<file path="src/rtl/oddr_pkg.sv">
// Shared types and constants for the ODDR pair feeder.
package oddr_pkg;

  typedef enum logic [1:0] {
    MODE_TOGGLE = 2'd0,
    MODE_PRBS7  = 2'd1,
    MODE_WORD   = 2'd2,
    MODE_IDLE   = 2'd3
  } mode_t;

  typedef enum logic [1:0] {
    ST_IDLE  = 2'd0,
    ST_RUN   = 2'd1,
    ST_DRAIN = 2'd2
  } state_t;

  // x^7 + x^6 + 1: feedback taken from bits 6 and 5 of the LFSR.
  localparam logic [6:0] PRBS7_TAPS = 7'b110_0000;

  // One LFSR step's feedback bit (also the emitted PRBS bit).
  function automatic logic prbs7_fb(input logic [6:0] l);
    return ^(l & PRBS7_TAPS);
  endfunction

endpackage

</file>
<file path="src/rtl/oddr_prbs7_2x.sv">
// PRBS7 generator advancing two steps per clock; bits[1] is the earlier bit.
module oddr_prbs7_2x
  import oddr_pkg::*;
#(
  parameter logic [6:0] SEED = 7'h7F
) (
  input  logic       clk,
  input  logic       rst,
  input  logic       load,
  input  logic       step,
  output logic [1:0] bits
);

  logic [6:0] lfsr;
  logic [6:0] lfsr_one;
  logic       fb_first;
  logic       fb_second;

  // Feedback for the two chained steps taken from the current LFSR value.
  always_comb begin
    fb_first  = prbs7_fb(lfsr);
    lfsr_one  = {lfsr[5:0], fb_first};
    fb_second = prbs7_fb(lfsr_one);
    bits      = {fb_first, fb_second};
  end

  // LFSR register: reload the seed on request, otherwise advance two steps when told.
  always_ff @(posedge clk or posedge rst) begin
    if (rst) begin
      lfsr <= SEED;
    end else if (load) begin
      lfsr <= SEED;
    end else if (step) begin
      lfsr <= {lfsr[4:0], fb_first, fb_second};
    end else begin
      lfsr <= lfsr;
    end
  end

endmodule

</file>
<file path="src/rtl/oddr_pair_feeder.sv">
// Upstream data stage for an ODDR: emits a registered (d_rise, d_fall) pair every clock
// from a toggle pattern, a PRBS7 stream or a handshaked word serializer.
module oddr_pair_feeder
  import oddr_pkg::*;
#(
  parameter int         WORD_W    = 16,
  parameter logic [6:0] PRBS_SEED = 7'h7F
) (
  input  logic              clk,
  input  logic              rst,
  input  logic              enable,
  input  logic [1:0]        mode,
  input  logic [WORD_W-1:0] word_data,
  input  logic              word_valid,
  output logic              word_ready,
  output logic              d_rise,
  output logic              d_fall,
  output logic              out_active,
  output logic              underrun,
  output logic              word_done
);

  localparam int PAIRS = WORD_W / 2;
  localparam int CNT_W = (PAIRS > 1) ? $clog2(PAIRS) : 1;
  localparam logic [CNT_W-1:0] CNT_LAST = CNT_W'(PAIRS - 1);
  localparam logic [CNT_W-1:0] CNT_PEN  = CNT_W'(PAIRS - 2);

  if (((WORD_W % 2) != 0) || (WORD_W < 4)) begin : g_bad_word_w
    $error("oddr_pair_feeder: WORD_W must be even and >= 4");
  end
  if (PRBS_SEED == 7'h00) begin : g_bad_seed
    $error("oddr_pair_feeder: PRBS_SEED must be nonzero");
  end

  state_t            state, state_nxt;
  mode_t             mode_r, mode_nxt;
  logic [WORD_W-1:0] shreg, shreg_nxt;
  logic [CNT_W-1:0]  cnt, cnt_nxt;
  logic              busy, busy_nxt;
  logic              rise_nxt, fall_nxt, active_nxt, underrun_nxt, done_nxt;

  logic              accept;
  logic [WORD_W-1:0] ser_shreg;
  logic [CNT_W-1:0]  ser_cnt;
  logic              ser_busy, ser_rise, ser_fall, ser_done, ser_dry;

  logic              prbs_load, prbs_step;
  logic [1:0]        prbs_bits;

  // busy marks a word pair on the outputs; cnt is the index of that pair.
  // Ready only depends on state and counter so a held word_valid cannot loop back.
  assign word_ready = (state == ST_RUN) && (mode_r == MODE_WORD) &&
                      (!busy || (cnt == CNT_LAST));
  assign accept     = word_ready && word_valid;
  assign prbs_load  = (state == ST_IDLE);

  oddr_prbs7_2x #(
    .SEED (PRBS_SEED)
  ) u_prbs (
    .clk  (clk),
    .rst  (rst),
    .load (prbs_load),
    .step (prbs_step),
    .bits (prbs_bits)
  );

  // Serializer next step: load a new word, shift the next pair, or run dry.
  always_comb begin
    ser_shreg = shreg;
    ser_cnt   = cnt;
    ser_busy  = 1'b0;
    ser_rise  = 1'b0;
    ser_fall  = 1'b0;
    ser_done  = 1'b0;
    ser_dry   = 1'b0;
    if (accept) begin
      ser_rise  = word_data[WORD_W-1];
      ser_fall  = word_data[WORD_W-2];
      ser_shreg = {word_data[WORD_W-3:0], 2'b00};
      ser_cnt   = {CNT_W{1'b0}};
      ser_busy  = 1'b1;
    end else if (busy && (cnt != CNT_LAST)) begin
      ser_rise  = shreg[WORD_W-1];
      ser_fall  = shreg[WORD_W-2];
      ser_shreg = {shreg[WORD_W-3:0], 2'b00};
      ser_cnt   = cnt + CNT_W'(1);
      ser_busy  = 1'b1;
      ser_done  = (cnt == CNT_PEN);
    end else begin
      ser_dry   = 1'b1;
    end
  end

  // FSM next state and next values of all output registers.
  always_comb begin
    state_nxt    = state;
    mode_nxt     = mode_r;
    shreg_nxt    = shreg;
    cnt_nxt      = cnt;
    busy_nxt     = busy;
    rise_nxt     = 1'b0;
    fall_nxt     = 1'b0;
    active_nxt   = 1'b0;
    underrun_nxt = 1'b0;
    done_nxt     = 1'b0;
    prbs_step    = 1'b0;
    case (state)
      ST_IDLE: begin
        busy_nxt = 1'b0;
        if (enable) begin
          mode_nxt  = mode_t'(mode);
          state_nxt = ST_RUN;
        end else begin
          state_nxt = ST_IDLE;
        end
      end
      ST_RUN: begin
        if (!enable) begin
          state_nxt = (mode_r == MODE_WORD) ? ST_DRAIN : ST_IDLE;
        end else begin
          state_nxt = ST_RUN;
        end
        case (mode_r)
          MODE_TOGGLE: begin
            rise_nxt   = 1'b1;
            active_nxt = 1'b1;
          end
          MODE_PRBS7: begin
            rise_nxt   = prbs_bits[1];
            fall_nxt   = prbs_bits[0];
            active_nxt = 1'b1;
            prbs_step  = 1'b1;
          end
          MODE_WORD: begin
            shreg_nxt    = ser_shreg;
            cnt_nxt      = ser_cnt;
            busy_nxt     = ser_busy;
            rise_nxt     = ser_rise;
            fall_nxt     = ser_fall;
            done_nxt     = ser_done;
            active_nxt   = !ser_dry;
            underrun_nxt = ser_dry && enable;
          end
          MODE_IDLE: begin
            active_nxt = 1'b1;
          end
          default: begin
            active_nxt = 1'b0;
          end
        endcase
      end
      ST_DRAIN: begin
        // word_ready is low here, so the serializer only finishes the word in flight.
        shreg_nxt  = ser_shreg;
        cnt_nxt    = ser_cnt;
        busy_nxt   = ser_busy;
        rise_nxt   = ser_rise;
        fall_nxt   = ser_fall;
        done_nxt   = ser_done;
        active_nxt = !ser_dry;
        if (ser_dry) begin
          state_nxt = ST_IDLE;
        end else begin
          state_nxt = ST_DRAIN;
        end
      end
      default: begin
        state_nxt = ST_IDLE;
        busy_nxt  = 1'b0;
      end
    endcase
  end

  // State, serializer and output registers; reset discards any word in flight.
  always_ff @(posedge clk or posedge rst) begin
    if (rst) begin
      state      <= ST_IDLE;
      mode_r     <= MODE_TOGGLE;
      shreg      <= {WORD_W{1'b0}};
      cnt        <= {CNT_W{1'b0}};
      busy       <= 1'b0;
      d_rise     <= 1'b0;
      d_fall     <= 1'b0;
      out_active <= 1'b0;
      underrun   <= 1'b0;
      word_done  <= 1'b0;
    end else begin
      state      <= state_nxt;
      mode_r     <= mode_nxt;
      shreg      <= shreg_nxt;
      cnt        <= cnt_nxt;
      busy       <= busy_nxt;
      d_rise     <= rise_nxt;
      d_fall     <= fall_nxt;
      out_active <= active_nxt;
      underrun   <= underrun_nxt;
      word_done  <= done_nxt;
    end
  end

endmodule
</file>
<file path="config.mk">
export PLATFORM = sky130hd
export DESIGN_NAME = oddr_pair_feeder
export DESIGN_NICKNAME = d
export VERILOG_FILES = /design/src/rtl/oddr_pkg.sv /design/src/rtl/oddr_prbs7_2x.sv /design/src/rtl/oddr_pair_feeder.sv
export SDC_FILE = /design/constraint.sdc
export NUM_CORES = 1
export LEC_CHECK = 0
export BUFFER_PORTS_ARGS = -buffer_cell sky130_fd_sc_hd__buf_2
export CAP_MARGIN = 20
export CORE_ASPECT_RATIO = 0.8
export CORE_MARGIN = 5
export CORE_UTILIZATION = 45
export DETAILED_ROUTE_END_ITERATION = 10
export PLACE_DENSITY = 0.66
export SKIP_LAST_GASP = 1
export SYNTH_ARGS = -nofsm -noshare
export SYNTH_HDL_FRONTEND = slang
export SYNTH_SLANG_ARGS = --single-unit
</file>
<file path="constraint.sdc">
create_clock -name clk -period 3 [get_ports clk]
set_input_delay 0.15 -clock clk [delete_from_list [all_inputs] [get_ports clk]]
set_output_delay 0.15 -clock clk [all_outputs]
set_load 0.01 [all_outputs]
</file>
==> results of run 1 <==
[flip-flops by register name, summed over array words and instances (netlist names)]
signal,flops
busy,1
shreg,14
out_active,1
d_rise,1
cnt,3
word_done,1
u_prbs.lfsr,7
state,2
mode_r,2
d_fall,1
underrun,1
[layer usage]
| metal | vias to the layer above | share of wire (%) | global-route usage, % |
|---|---|---|---|
| met3 | 6 | 6.8 | 5.31 |
| met1 | 618 | 47 | 18.0 |
| met2 | 42 | 45 | 20.6 |
| li1 | 615 | - | - |
| met4 | 0 | 1.6 | 5.70 |
| met5 | - | 0 | 0 |
[worst paths after layout]
check	end	slack, ns	depth (start not counted)
max in group asynchronous	u_prbs.lfsr[5]	2.24	3
worst max register to register	shreg[7]	0.99	5
worst min register to register	shreg[3]	0.51	1
worst max-delay path	shreg[7]	0.99	5
min in group clk	underrun	0.07	2
worst min-delay path	shreg[2]	0.005	2
[through the flow]
stage                     power, W  util, %  instances
after CTS                  0.00140     52.7        245
after global placement     0.00103     50.3        237
after detailed placement   0.00105     50.3        237
final                      0.00139     52.7        245
after floorplan           0.000967        -        163
after global routing       0.00150     52.7        245
[layout by cell type (no fill, tap or decap), types with 2 or more instances in the layout]
cell                       Yosys  final
sky130_fd_sc_hd__buf_2         3     27
sky130_fd_sc_hd__clkbuf_8      0      6
sky130_fd_sc_hd__nand2_1       5      5
sky130_fd_sc_hd__dfrtp_1      27     27
sky130_fd_sc_hd__and3_4        2      2
sky130_fd_sc_hd__ha_1         11     11
sky130_fd_sc_hd__mux2_2        3      3
sky130_fd_sc_hd__dfstp_2       7      7
sky130_fd_sc_hd__a21oi_1       3      3
sky130_fd_sc_hd__o21ai_0       6      6
sky130_fd_sc_hd__a22o_1        4      4
sky130_fd_sc_hd__a222oi_1     12     12
sky130_fd_sc_hd__inv_1        35     35
sky130_fd_sc_hd__nand3_1       2      2
sky130_fd_sc_hd__and3_1        7      7
sky130_fd_sc_hd__nor2_1        3      3
sky130_fd_sc_hd__and3b_1       3      3
sky130_fd_sc_hd__a211o_1       6      6
sky130_fd_sc_hd__a31oi_1       2      2
[layout make-up]
class	instances	area share, %
clock buffers	7	4.30
multi-input cells	85	35.5
well taps	55	3.43
clock inverters	1	0.250
repair buffers	28	7.11
inverters	35	6.55
flip-flops and latches	34	42.9
[cells by family after synthesis]
group	after synthesis
adders and majority gates	11
muxes	3
and+or+nand+nor	32
AOI/OAI and AO/OA	37
buffers and inverters	44
DFF	34
xor gates and xnor gates	2
[worst reg2reg max path, stage by stage (launching register included)]
cell and delay, ns:
sky130_fd_sc_hd__dfrtp_1 0.40, sky130_fd_sc_hd__inv_1 0.10, sky130_fd_sc_hd__ha_1 0.53, sky130_fd_sc_hd__and2_1 0.26, sky130_fd_sc_hd__o211ai_4 0.19, sky130_fd_sc_hd__a222oi_1 0.42
[power by group]
part	internal [W]	leakage (nW)	total, W	switching [W]
clock network	0.000185	0.0482	0.000346	0.000161
registers	0.000592	0.391	0.000649	0.0000577
logic	0.000187	0.600	0.000392	0.000205
total	0.000963	1.04	0.00139	0.000424
==> results.md, run 1 <==
- The number of setup violations in the final report is 0.
- The initial utilization of the core area, before any placement, comes to 46.7%.
- In the synthesized netlist, the cells that appear most often are 35 x sky130_fd_sc_hd__inv_1, 27 x sky130_fd_sc_hd__dfrtp_1, 12 x sky130_fd_sc_hd__a222oi_1.
- The start point of the critical path is state[1].
- The clock latency on the worst-skew pair is 0.29 ns.
- The area of the core is 3800 um^2.
- The via count of the first global-routing pass is 1194.
- The initial antenna violation count is 0.
- The final period utilization is 67.0%.
- Detailed placement ended at an HPWL of 2410 um.
- The distinct cell type count after synthesis is 36.
- The total via count after detailed routing is 1281.
- After detailed routing, the average wire length per cell comes to 13.1 um.
- The filler cell count is 362.
- The CTS H-tree depth is 2.
- The async set-or-reset flop fraction in the synthesized netlist is 100%.
- The tightest min-delay check is of the in -> async type.
- The cell type contributing the most total cell area after synthesis is sky130_fd_sc_hd__dfrtp_1.
- For this design, the sink count on the clock tree is 34.
- Global routing consumed, over all layers together, 13.8% of the routing resources.
- In the routed design, unresolved DRC markers number 0.
- The final antenna-violating net count is 0.
- After synthesis, the share of cell area in mux cells is 1.90%.
- The worst slack at placement is 0.999 ns.
- The worst setup path is captured at a register.
- Clock tree synthesis selected as its root buffer the cell sky130_fd_sc_hd__clkbuf_8.
- The worst-path cell with the longest stage delay is sky130_fd_sc_hd__ha_1.
- Sequential cells were found to cover 48.3% of the synthesized design area.
- Entering global routing, the biggest net connects 23 pins.
- Traced cell by cell, the critical path runs through inv_1, ha_1, and2_1, o211ai_4, a222oi_1.
- The die is 66.2 um tall.
- The adder-cell share of the synthesized area is 7.74%.
- Final hold analysis gives a worst-case slack of 0.00519 ns.
- Setup total negative slack on the finished layout was measured at 0 ns.
- By area the synthesized netlist is led by sky130_fd_sc_hd__dfrtp_1 38%, sky130_fd_sc_hd__dfstp_2 10%, sky130_fd_sc_hd__ha_1 7.7%.
- The startpoint type of the worst setup path is a register.
- The clock tree from TritonCTS is built.
- The clock buffer count from CTS is 5.
- The placed cell area is 1910 um^2.
- The total die area is 5320 um^2.
- For the worst setup path, the data required time is 3.17 ns.
- Gates resized during post-CTS repair numbered 0.
- Counting every net in the synthesized netlist gives 196.
- Yosys mapped a number of flops with a built-in enable equal to 0.
- The clock transition time at the flip-flop clock pins of the worst setup and hold paths is 0.07 ns.
- The top cell type by area accounts for 38.0% of the synthesized area.
- The final layout contains 222 nets.
- The largest buffer count on any clock path is 2.
- Based on the critical path, the design can be clocked at up to 498 MHz.
- Clock skew on the completed layout was measured at 0.00864 ns.
- Summed over all cells, the static leakage comes to 1.04 nW.
- The number of cells produced by synthesis is 163.
- The max-cap check violation count is 0.
- Averaged over all synthesized cells, the footprint is 10.9 um^2.
- The share of post-route cells with drive strength above 1 is 26.8%.
- The cell area after synthesis is 1780 um^2.
- Setup repair after global routing left no endpoint under its margin.
- The global-route wire length before repair is 5520 um.
- The number of synthesized register bits is 34.
- For this run, the slowest stage of the critical path takes 0.53 ns.
- The final antenna diode count is 0.
- The width of the die is 80.3 um.
- The number of buffers added to fix hold violations after cts is 0.
- The area overhead of the layout relative to synthesis is 12.8%.
- The transition time at the pin with the least slew margin is 0.807 ns.
- The worst pin sits at a relative slew slack of 46.2%.
- Summed over all layers, the routed wires come to 3220 um.
- The number of search-and-repair iterations in the first detailed-routing pass is 4.
- The sequential standard cell area is 860 um^2.
- The hold violation total from the final report came to 0.
- The power per cell area is 691 nW/um^2.
- In this run the critical register-to-register path is launched from state[1].
- The finished cells cover 2010 um^2.
- The I/O pin count is 28.
- The placer's final routability congestion estimate is 0.806.
- The site row count is 20.
- The kind of cell with the highest combined delay on the critical path is compound AO/OA/AOI/OAI gates.
- VDD sags by at most 0.000294 V.
- sky130_fd_sc_hd__inv_1 is the most common cell in the netlist.
- In this run the worst path has a maximum fanout of 19.
- The number of slew-limit violations in the final report is 0.
- The class of the most critical setup path is reg -> reg.
- Setup slack closes at 0.990 ns.
- The number of buffers added for setup after CTS is 0.
- The count of synthesis-stage warnings from yosys is 0.
- Using the TritonRoute via totals, the vias-per-cell ratio works out to 5.23.
- The global-route congestion overflow total is 0.
- For this run, the leading register cell type out of synthesis is sky130_fd_sc_hd__dfrtp_1.
- The number of buffers and inverters on the critical path is 1.
- The run finished with clean final reports.
- The share of synthesized cell area in and, or, nand and nor gates is 12.0%.
- The arrival time of the worst setup path is 2.18 ns.
- The first routing iteration left 165 violations.
- After synthesis, the largest family of logic cells by area is compound AO/OA/AOI/OAI gates.
- The share of the synthesized area in compound gates (AO/OA/AOI/OAI) is 17.4%.
- The post-synthesis xor/xnor area fraction is 0.985%.
- The final period demand of the worst path is 2.01 ns.
- The number of port buffers is 27.
- The multi-input gate area in the final layout is 712 um^2.
No activity file was read; power rests on OpenSTA's default activity.
==> run 2, diff against run 1 <==
- clock period: 3 -> 2 ns (I/O delays scaled with it)
==> results.md, run 2 (same netlist as run 1, synthesis figures left out) <==
- Result of the run: finished, final reports clean (unchanged).
- The worst min-delay path class is in -> reg (was in -> async).
- The placed instance count came to 240 (was 237).
- The number of setup violations in the final report is 0 (unchanged).
- The number of slew-limit violations in the final report is 0 (unchanged).
- The via count of the first global-routing pass is 1262 (was 1194).
- The worst-path cell with the longest stage delay is sky130_fd_sc_hd__a222oi_1 (was sky130_fd_sc_hd__ha_1).
- The highest routed metal layer is met4 (unchanged).
- The pin count of the biggest net entering global routing is 35 (was 23).
- The number of search-and-repair iterations in the first detailed-routing pass is 6 (was 4).
- The maximum achievable frequency is 562 MHz (was 498 MHz).
- The final antenna-violating net count is 0 (unchanged).
- The final sum of negative setup slack came to 0 ns (unchanged).
- The worst max-slew margin expressed relative to the limit is 67.1% (was 46.2%).
- The leakage power of the design came to 1.05 nW (was 1.04 nW).
- The initial antenna violation count is 0 (unchanged).
- The number of clock sinks came to 34 (unchanged).
- The global-route wire length before repair is 5810 um (was 5520 um).
- The kind of capture point of the worst setup path is a register (unchanged).
- The final critical-path setup slack is 0.222 ns (was 0.990 ns).
- The estimated wirelength of the detail-placed design was 2450 um (was 2410 um).
- The total die area is 5320 um^2 (unchanged).
- The worst clock skew is 0.00731 ns (was 0.00864 ns).
- The final period utilization is 88.9% (was 67.0%).
- The class of the most critical setup path is reg -> reg (unchanged).
- The total via count after detailed routing is 1275 (was 1281).
- The routed metal-1 wire length is 1600 um (was 1510 um).
- The CTS H-tree depth is 2 (unchanged).
- The required time at the worst-slack endpoint came to 2.16 ns (was 3.17 ns).
- The largest buffer count on any clock path is 2 (unchanged).
- The clock transition time at the flip-flop clock pins of the worst setup and hold paths is 0.07 ns (about the same).
- The max-cap check violation count was 0 (unchanged).
- The length of routed met3 wiring came to 189 um (was 218 um).
- The final period demand of the worst path came to 1.78 ns (was 2.01 ns).
- The leading cell type in the layout, fill and taps excluded is sky130_fd_sc_hd__inv_1 (unchanged).
- The stage delay of the slowest cell on the critical path is 0.41 ns (was 0.53 ns).
- The clock buffer count from CTS is 5 (unchanged).
- The hold violation total from the final report came to 0 (unchanged).
- The post-layout instance count excluding filler cells was 249 (was 245).
- The startpoint type of the worst setup path was a register (unchanged).
- The total power draw is 0.00206 W (was 0.00139 W).
- The area of the core is 3800 um^2 (unchanged).
- The highest net fanout along the worst path was 18 (was 19).
- The total routed wirelength is 3330 um (was 3220 um).
- The final cell utilization of the core is 53.3% (was 52.7%).
- The remaining design rule violation count is 0 (unchanged).
- The routed wire length on met2 is 1480 um (was 1440 um).
- Most frequent cells in the layout: 35 x sky130_fd_sc_hd__inv_1, 27 x sky130_fd_sc_hd__dfrtp_1, 27 x sky130_fd_sc_hd__buf_2, 12 x sky130_fd_sc_hd__a222oi_1, 11 x sky130_fd_sc_hd__ha_1 (unchanged).
- The die height is 66.2 um (unchanged).
- The clock latency on the worst-skew pair came to 0.28 ns (was 0.29 ns).
- The count of buffering cells on the critical path with inverters included is 0 (was 1).
- The worst slack at placement came to 0.220 ns (was 0.999 ns).
- The setup slack of the worst register-to-register path is 0.22 ns (was 0.99 ns).
- The starting DRC count in detailed routing is 91 (was 165).
- The clock tree from TritonCTS is built (unchanged).
- The final antenna diode count is 0 (unchanged).
- The detail-routed net length per standard cell was 13.4 um (was 13.1 um).
- The share of post-route cells with drive strength above 1 is 26.8% (about the same).
- List of cells traversed by the critical path: ha_1, ha_1, nor2b_4, o211ai_4, a222oi_1 (was inv_1, ha_1, and2_1, o211ai_4, a222oi_1).
- The number of flip-flops in the largest register was 14 (unchanged).
- The most numerous cell type found on the critical path is sky130_fd_sc_hd__ha_1.
- The area overhead of the layout relative to synthesis is 14.0% (was 12.8%).
- The site row count is 20 (unchanged).
- The number of vias per cell after detailed routing is 5.12 (was 5.23).
- The total number of nets in the final design was 226 (was 222).
- The number of buffers added for setup after CTS came to 0 (unchanged).
- The placer's final routability congestion estimate is 0.770 (was 0.806).
- The arrival time of the worst setup path is 1.94 ns (was 2.18 ns).
- The number of port buffers was 27 (unchanged).
- The transition time at the pin with the least slew margin was 0.491 ns (was 0.807 ns).
- The power per cell area was 1020 nW/um^2 (was 691 nW/um^2).
- The I/O pin count came to 28 (unchanged).
- Top Registers: shreg (14), u_prbs.lfsr (7), cnt (3) (unchanged).
- The kind of cell with the highest combined delay on the critical path is compound AO/OA/AOI/OAI gates (unchanged).
- The clock tree root driver cell is sky130_fd_sc_hd__clkbuf_8 (unchanged).
- The total routing usage reported by global routing is 14.4% (was 13.8%).
- The starting utilization of the core area was 46.7% (unchanged).
- The register with the highest flop count is shreg (unchanged).
- The width of the die is 80.3 um (unchanged).
- Unrepaired setup endpoints after global routing: false (unchanged).
- The largest voltage drop on the vdd net is 0.000496 V (was 0.000294 V).
- The global-route congestion overflow total is 0 (unchanged).
==> run 2: changes by cell type in the layout (fill, tap and decap cells not counted), sizes merged <==
| cell | change |
|---|---|
| dlygate4sd3 | +1 |
| clkbuf | +1 |
| buf | +3 |
| clkinv | -1 |
==> run 2: through the flow <==
step           hold slack [ns]  area, um^2
3_3_place_gp             0.208        1940
4_1_cts                 0.0137        2030
5_1_grt                 0.0215        2030
3_5_place_dp             0.217        1940
2_1_floorplan            0.171        1780
6_report                0.0229        2030
==> run 2: repair_timing <==
| action | 4_1_cts | 5_1_grt |
|---|---|---|
| resized for setup | 0 | 0 |
| setup endpoints to repair | 0 | 0 |
| hold buffers | 1 | 0 |
| endpoints found under the hold margin | 27 | 0 |
==> run 2: worst register-to-register path, delay by kind of cell (launching register included) <==
kind,cells,cell delay [ns]
AO/OA/AOI/OAI,2,0.63
adder cells (fa/ha/maj),2,0.42
flip-flops,1,0.40
AND/OR/NAND/NOR,1,0.21
==> run 2: area by class of cell <==
| cell class | instances | area (um^2) |
|---|---|---|
| Clock buffer | 8 | 80.1 |
| Fill cell | 362 | 1780 |
| Inverter | 35 | 131 |
| Multi-Input combinational cell | 85 | 712 |
| Sequential cell | 34 | 860 |
| Tap cell | 55 | 68.8 |
| Timing Repair Buffer | 32 | 175 |
==> run 2: power by group <==
group	switching [W]	internal, W	total [W]
registers	0.0000854	0.000888	0.000973
logic	0.000314	0.000292	0.000606
clock network	0.000235	0.000247	0.000482
==> run 2: final timing paths <==
| check | startpoint | to | depth (start not counted) |
|---|---|---|---|
| max | cnt[1] | shreg[9] | 5 |
| min in group asynchronous | rst | shreg[5] | 4 |
| min reg2reg | u_prbs.lfsr[1] | u_prbs.lfsr[1] | 2 |
| max in group asynchronous | rst | u_prbs.lfsr[6] | 4 |
| max reg2reg | cnt[1] | shreg[9] | 5 |
| min | word_valid | underrun | 2 |
==> run 2: routing by layer <==
metal / track usage [%] / vias up
li1: - / 627
met4: 5.06 / 0
met2: 21.6 / 30
met5: 0 / -
met1: 18.4 / 611
met3: 6.13 / 7
